File: src/rtl/uart_frame_parser.sv
// Byte-level SOF/LEN/payload/XOR-checksum frame parser placed after the UART receiver.
// Optional inter-byte timeout is enabled by defining FRAME_TIMEOUT_EN.
module uart_frame_parser #(
    parameter int         MAX_LEN        = 8,
    parameter logic [7:0] SOF            = 8'h23,
    parameter int         TIMEOUT_CYCLES = 50000
) (
    input  logic                 clk_50M,
    input  logic                 rst_n,
    input  logic [7:0]           rx_msg,
    input  logic                 rx_complete,
    output logic [8*MAX_LEN-1:0] frame_data,
    output logic [3:0]           frame_len,
    output logic                 frame_valid,
    output logic                 frame_err,
    output logic [1:0]           err_code,
    output logic                 frame_busy
);

    typedef enum logic [1:0] {
        IDLE,
        LEN_S,
        PAY,
        CSUM_S
    } state_t;

    state_t               state, state_next;
    logic [3:0]           len, len_next;
    logic [3:0]           idx, idx_next;
    logic [7:0]           csum, csum_next;
    logic [8*MAX_LEN-1:0] shadow, shadow_next;
    logic [8*MAX_LEN-1:0] data_next;
    logic [3:0]           flen_next;
    logic [1:0]           code_next;
    logic                 valid_next;
    logic                 err_next;
    logic                 timeout;

`ifdef FRAME_TIMEOUT_EN
    localparam int TW = $clog2(TIMEOUT_CYCLES + 1);

    logic [TW-1:0] timer;

    always_ff @(posedge clk_50M or negedge rst_n) begin
        if (!rst_n) begin
            timer <= '0;
        end else if (rx_complete || state == IDLE) begin
            timer <= '0;
        end else begin
            timer <= timer + TW'(1);
        end
    end

    // A byte arriving on the expiry cycle wins over the timeout.
    assign timeout = (state != IDLE) && !rx_complete &&
                     (timer == TW'(TIMEOUT_CYCLES - 1));
`else
    logic unused_cfg;

    assign unused_cfg = (TIMEOUT_CYCLES > 0);
    assign timeout    = 1'b0;
`endif

    always_comb begin
        state_next  = state;
        len_next    = len;
        idx_next    = idx;
        csum_next   = csum;
        shadow_next = shadow;
        data_next   = frame_data;
        flen_next   = frame_len;
        code_next   = err_code;
        valid_next  = 1'b0;
        err_next    = 1'b0;

        if (rx_complete) begin
            unique case (state)
                IDLE: begin
                    if (rx_msg == SOF) begin
                        state_next = LEN_S;
                    end
                end
                LEN_S: begin
                    if (rx_msg == 8'd0 || rx_msg > 8'(MAX_LEN)) begin
                        err_next   = 1'b1;
                        code_next  = 2'd1;
                        state_next = IDLE;
                    end else begin
                        len_next    = rx_msg[3:0];
                        csum_next   = rx_msg;
                        idx_next    = '0;
                        shadow_next = '0;
                        state_next  = PAY;
                    end
                end
                PAY: begin
                    shadow_next[8*idx +: 8] = rx_msg;
                    csum_next               = csum ^ rx_msg;
                    idx_next                = idx + 4'd1;
                    if (idx == len - 4'd1) begin
                        state_next = CSUM_S;
                    end
                end
                CSUM_S: begin
                    // Only a verified frame reaches the command layer's view.
                    if (rx_msg == csum) begin
                        data_next  = shadow;
                        flen_next  = len;
                        valid_next = 1'b1;
                    end else begin
                        err_next  = 1'b1;
                        code_next = 2'd2;
                    end
                    state_next = IDLE;
                end
                default: state_next = IDLE;
            endcase
        end else if (timeout) begin
            err_next   = 1'b1;
            code_next  = 2'd3;
            state_next = IDLE;
        end
    end

    always_ff @(posedge clk_50M or negedge rst_n) begin
        if (!rst_n) begin
            state       <= IDLE;
            len         <= '0;
            idx         <= '0;
            csum        <= '0;
            shadow      <= '0;
            frame_data  <= '0;
            frame_len   <= '0;
            err_code    <= '0;
            frame_valid <= 1'b0;
            frame_err   <= 1'b0;
        end else begin
            state       <= state_next;
            len         <= len_next;
            idx         <= idx_next;
            csum        <= csum_next;
            shadow      <= shadow_next;
            frame_data  <= data_next;
            frame_len   <= flen_next;
            err_code    <= code_next;
            frame_valid <= valid_next;
            frame_err   <= err_next;
        end
    end

    assign frame_busy = (state != IDLE);

endmodule

File: config.mk
export PLATFORM = sky130hd
export DESIGN_NAME = uart_frame_parser
export DESIGN_NICKNAME = d
export VERILOG_FILES = /design/src/rtl/uart_frame_parser.sv
export SDC_FILE = /design/constraint.sdc
export NUM_CORES = 1
export LEC_CHECK = 0
export ABC_CLOCK_PERIOD_IN_PS = 2840
export CORE_UTILIZATION = 50
export DETAILED_ROUTE_END_ITERATION = 8
export PLACE_DENSITY = 0.77
export RECOVER_POWER = 50
export REMOVE_ABC_BUFFERS = 1
export SLEW_MARGIN = 20
export SYNTH_ARGS = -nofsm -noshare
export SYNTH_HDL_FRONTEND = slang
export SYNTH_SLANG_ARGS = --single-unit
export TNS_END_PERCENT = 30
File: constraint.sdc
create_clock -name clk_50M -period 2.84 [get_ports clk_50M]
set_input_delay 0.284 -clock clk_50M [delete_from_list [all_inputs] [get_ports clk_50M]]
set_output_delay 0.284 -clock clk_50M [all_outputs]
set_load 0.01 [all_outputs]
### Yosys cells after proc, flatten, opt, wreduce, memory -nomap -nowiden

Cells that the tools add are included.

| word-level totals | value |
|---|---|
| bits in registers | 154 |
| logic and storage cells | 61 |

| operators by class | value |
|---|---|
| $add $sub $neg | 3 |
| $lt $le $gt $ge | 1 |
| eq/ne operators | 11 |
| shift operators | 2 |
| mux-type cells | 21 |
| bitwise operators | 2 |
| reductions and logical operators | 11 |

Operators with widths:

| cell | count |
|---|---|
| one-hot mux 64 bit (2 select lines) | 1 |
| bitwise mux 64 bit | 1 |
| 2-to-1 mux 64 bit | 1 |
| variable shift 8 x 34 -> 64 bit (first input constant) | 1 |
| variable part select 8 x 34 -> 64 bit | 1 |
| negator 7 -> 34 bit | 1 |
| one-hot mux 8 bit (2 select lines) | 1 |
| AND reduction 3 bit | 4 |
| 2-to-1 mux 2 bit | 5 |
| != test 2 bit (second input constant) | 5 |
| == test 8 x 6 -> 1 bit (second input constant) | 1 |
| == test 8 bit | 1 |
| > comparator 8 x 4 -> 1 bit (second input constant) | 1 |
| logical NOT 8 bit | 1 |
| 2-to-1 mux 8 bit | 1 |
| one-hot mux 2 bit (4 select lines) | 1 |
| one-hot mux 4 bit (2 select lines) | 1 |
| XOR 8 bit | 1 |
| 2-to-1 mux 1 bit | 6 |
| nonzero test 2 bit | 3 |
| adder 4 x 1 -> 4 bit (second input constant) | 1 |
| == test 2 bit (second input constant) | 2 |
| == test 4 bit | 1 |
| 2-to-1 mux 4 bit | 1 |
| other kinds (8) | 8 |

### Logic depth before layout (Yosys ltp)

| depth | value |
|---|---|
| word-level depth | 5 |
| gate-level depth with buffers | 7 |

### Worst setup path after synthesis

OpenSTA, ideal clock, no wires.

| timing | value |
|---|---|
| kind | reg2reg |
| start point | register idx[0] |
| end point | register shadow[32] |
| library setup time | 0.121 ns |
| data arrival time | 2.376 ns |
| setup slack | 0.343 ns |
| stages on the path, launching flop included | 8 |
| path buffers | 1 |
| clock period less this slack | 2.497 ns |
| path through | dfrtp_1 -> buf_1 -> inv_1 -> ha_1 -> or3_1 -> a2111oi_4 -> nor2_4 -> a22o_1 |

| on the way | value |
|---|---|
| longest elaborated chain between the ends | 4 |

Ends and longest elaborated chain:

| item | RTL line | source |
|---|---|---|
| from (decl) | 29 | `logic [3:0] idx, idx_next;` |
| from (signal assigned) | 140 | `idx <= idx_next;` |
| negator 7 -> 34 bit (*) | 97 | `shadow_next[8*idx +: 8] = rx_msg;` |
| variable part select 8 x 34 -> 64 bit or variable shift 8 x 34 -> 64 bit (tied branches) | 97 |  |
| bitwise mux 64 bit (*) | 97 |  |
| one-hot mux 64 bit (2 select lines) (*) | 77 | `unique case (state)` |
| to (signal assigned) | 142 | `shadow <= shadow_next;` |
| to (decl) | 31 | `logic [8*MAX_LEN-1:0] shadow, shadow_next;` |

Every way passes the cells marked *; elsewhere a longest branch is shown, timed or not.
A chain may end at the register's enable or synchronous reset.

### Worst setup path after layout

| timing | value |
|---|---|
| start point | register idx[1] |
| end point | register shadow[0] |

Same word-level chain as after synthesis.

==> impl_metrics.toml <==
[routing]
vias = 4310
ant_nets = 0
dr.pass1.iters = 4
viasPerCell = 5.671
drt-wirelength-per-cell_um = 18.56
drt_iter0_drc = 294
drc = 0
drt_wl_total_um = 14110

[grt]
grt_pass1_wl_um = 22890
track_usage = 0.2301
grt_overflow = 0
grt_pass1_vias = 4224
antenna_found_initial = 0
grt_max_degree = 84

[floorplan]
std_cell_rows = 41
pin_count = 84
die_y_um = 115.9
dieArea_sq_mm = 0.01344
initial_core_util = 0.5142
core_area_sq_mm = 0.01262
die_w_um = 115.9

[setup_path]
reg2reg_slack_ps = 370
worstPathCellList = "nor3_1 -> ha_1 -> or3b_2 -> nor4_4 -> nor2_4 -> a32o_1"
cp-end-kind = "register"
r2r-end = "shadow[0]"
required_ps = 3150
r2r_start = "idx[1]"
rr_worst_depth = 6
crit_buf_inv = 0
slowest_stage = "or3b_2"
crit_start = "idx[1]"
worst-setup-path-type = "reg -> reg"
startpoint_type = "register"
critPathMaxStageDelay_ps = 540
crit_family = "simple AND/OR/NAND/NOR gates"
cp.arrival_ps = 2780
crit_path_max_fanout = 9

[min_path]
min_path_type = "reg -> reg"
hold_end = "frame_data[44]"
min_path_cells = 1
hp-start = "frame_data[44]"

[finish]
area_growth_pct = 25.88
final_common_cell = "dfrtp_1"
layout_common_cells = "154 x dfrtp_1, 59 x mux2_2, 57 x a22o_1"
finalNetCount = 592
layoutNonFillerInstCount = 760
final_core_util = 0.6472
postLayoutCellArea_sq_mm = 0.008168
drive_gt1_frac = 0.2283

[synthesis]
yosys.area_share.simple = 0.08639
post_synth_fa_ha_maj_area_fraction = 0.01350
muxShareOfSynthArea = 0.1180
synth_xor_area_frac = 0.02295
yosys_warnings = 0
synth.avg_cell_area_sq_um = 13.63
synth_area_sq_mm = 0.006489
synth-seq-cells = 154
synth_top_family_by_area = "compound AO/OA/AOI/OAI gates"
synth_cells = 476
synth-compound-area-share = 0.1327
synth.distinct_cells = 49
yosysSeqAreaShare = 0.5939

[clock_network]
clock_tree.htree_level_count = 4
cts.clk_slew.worst_paths_ps = 60
cts_sinks = 154
clock_latency_ps = 430
cts_buffers = 17
cts_resized = 0
clockRootBuffer = "clkbuf_16"
clockBufferDepth = 2
cts_tree = "done"

[sta]
fin_tns_setup_ps = 0
period_minus_slack_ps = 2467
final-setup-viol-count = 0
finalHoldViolations = 0
slew_headroom = -0.3424
finalCritPeriodShare = 0.8686
fin_ws_ps = 373.1
clock_skew_ps = 8.741
worst_pin_slew_ps = 2014
slew_violations = 84
max_freq_mhz = 405.4
rsz0062_at_grt = "false"

[status]
status = "finished, violations left"
violations = "capacitance limit, slew limit"

[pwr]
leakage_uw = 0.003921
ir_worst_vdd_v = 0.0003775
p_per_area_mw_per_mm2 = 582.8

[placed_design]
dp_cells = 726
placed_area_sq_mm = 0.007552
gp_congestion = 0.8308
portBuffers = 83
place_ws_ps = 307.7
dp_hpwl_um = 9478

[flow_run]
cap_violations = 1
[flip-flops by register name, indices dropped and copies added (netlist names), named ones only]
name / flops
frame_data: 64
shadow: 64
csum: 8
frame_len: 4
idx: 4
len: 4
err_code: 2
frame_err: 1
frame_valid: 1
state: 1
[logic make-up (layout without fill, tap and decap cells)]
group / after synthesis / count (layout)
xor+xnor: 17 / 17
mux: 68 / 68
simple gates: 92 / 92
buf+inv: 37 / 148
fa+ha+maj: 7 / 7
flops: 154 / 154
other cells: 0 / 1
compound gates: 101 / 101
[layout make-up]
| type | instances | area [sq um] |
|---|---|---|
| Fill cell | 996 | 4452 |
| Sequential cell | 154 | 3854 |
| Multi-Input combinational cell | 285 | 2424 |
| Timing Repair Buffer | 106 | 1017 |
| Clock buffer | 20 | 446.7 |
| Tap cell | 172 | 215.2 |
| Clock inverter | 12 | 171.4 |
| Inverter | 10 | 37.54 |
| Antenna cell | 1 | 2.502 |
[worst max path at each step]
stage / depth (start not counted) / endpoint / slack, ps
global route: 3 / frame_data[16] / 130
finish: 6 / shadow[0] / 370
detailed placement: 6 / frame_data[62] / 310
global placement: 6 / frame_data[57] / 370
CTS: 6 / shadow[0] / 360
floorplan: 4 / frame_data[0] / -170
[per-layer routing]
metal	share of wire	vias to the layer above	track usage
li1	-	1940	-
met1	0.45	2210	0.3213
met2	0.48	138	0.3540
met3	0.055	22	0.05126
met4	0.015	0	0.08632
met5	0	-	0
[power by group]
group / internal (uW) / switching, uW / leakage [uW]
combinational: 59.6 / 126 / 0.00151
clock: 1490 / 872 / 0.000296
sequential: 2200 / 11.2 / 0.00212
[stage by stage]
stage          total power (uW)  hold WS [ps]
2_1_floorplan              2309        -11.59
3_3_place_gp               2435         370.9
3_5_place_dp               2441         388.1
5_1_grt                    4899         505.7
4_1_cts                    4798         488.4
6_report                   4760         477.5
[synth_stat cells, drive strengths merged]
| master | number | area, sq um |
|---|---|---|
| dfrtp | 154 | 3854 |
| mux2 | 68 | 765.7 |
| a22o | 57 | 499.2 |
| nand2 | 26 | 97.59 |
| o21ai | 18 | 90.08 |
| buf | 17 | 136.4 |
| nor2 | 17 | 78.82 |
| a21oi | 13 | 132.6 |
| xnor2 | 12 | 105.1 |
| clkbuf | 10 | 37.54 |
| inv | 10 | 37.54 |
| ha | 7 | 87.58 |
| nand3 | 7 | 35.03 |
| nand3b | 7 | 52.55 |
| a32o | 6 | 60.06 |
| nand4 | 6 | 37.54 |
| nor4 | 6 | 71.32 |
| xor2 | 5 | 43.79 |
| and3b | 3 | 26.28 |
| nand4b | 3 | 26.28 |
| nor3 | 3 | 26.28 |
| or2 | 3 | 18.77 |
| nand2b | 2 | 12.51 |
| nor2b | 2 | 12.51 |
| o31ai | 2 | 20.02 |
| or3b | 2 | 20.02 |
| a2111oi | 1 | 27.53 |
| a211oi | 1 | 7.510 |
| a21o | 1 | 7.510 |
| and2b | 1 | 7.510 |
| and4 | 1 | 11.26 |
| nor4b | 1 | 8.760 |
| o21bai | 1 | 7.510 |
| o221ai | 1 | 8.760 |
| or3 | 1 | 6.260 |
| or4 | 1 | 11.26 |
[repair_timing]
action                    4_1_cts  5_1_grt
setup buffers                   0        0
hold buffers                    1        0
hold endpoints to repair       81        0
Note: power is estimated with default switching activity, not from simulation.
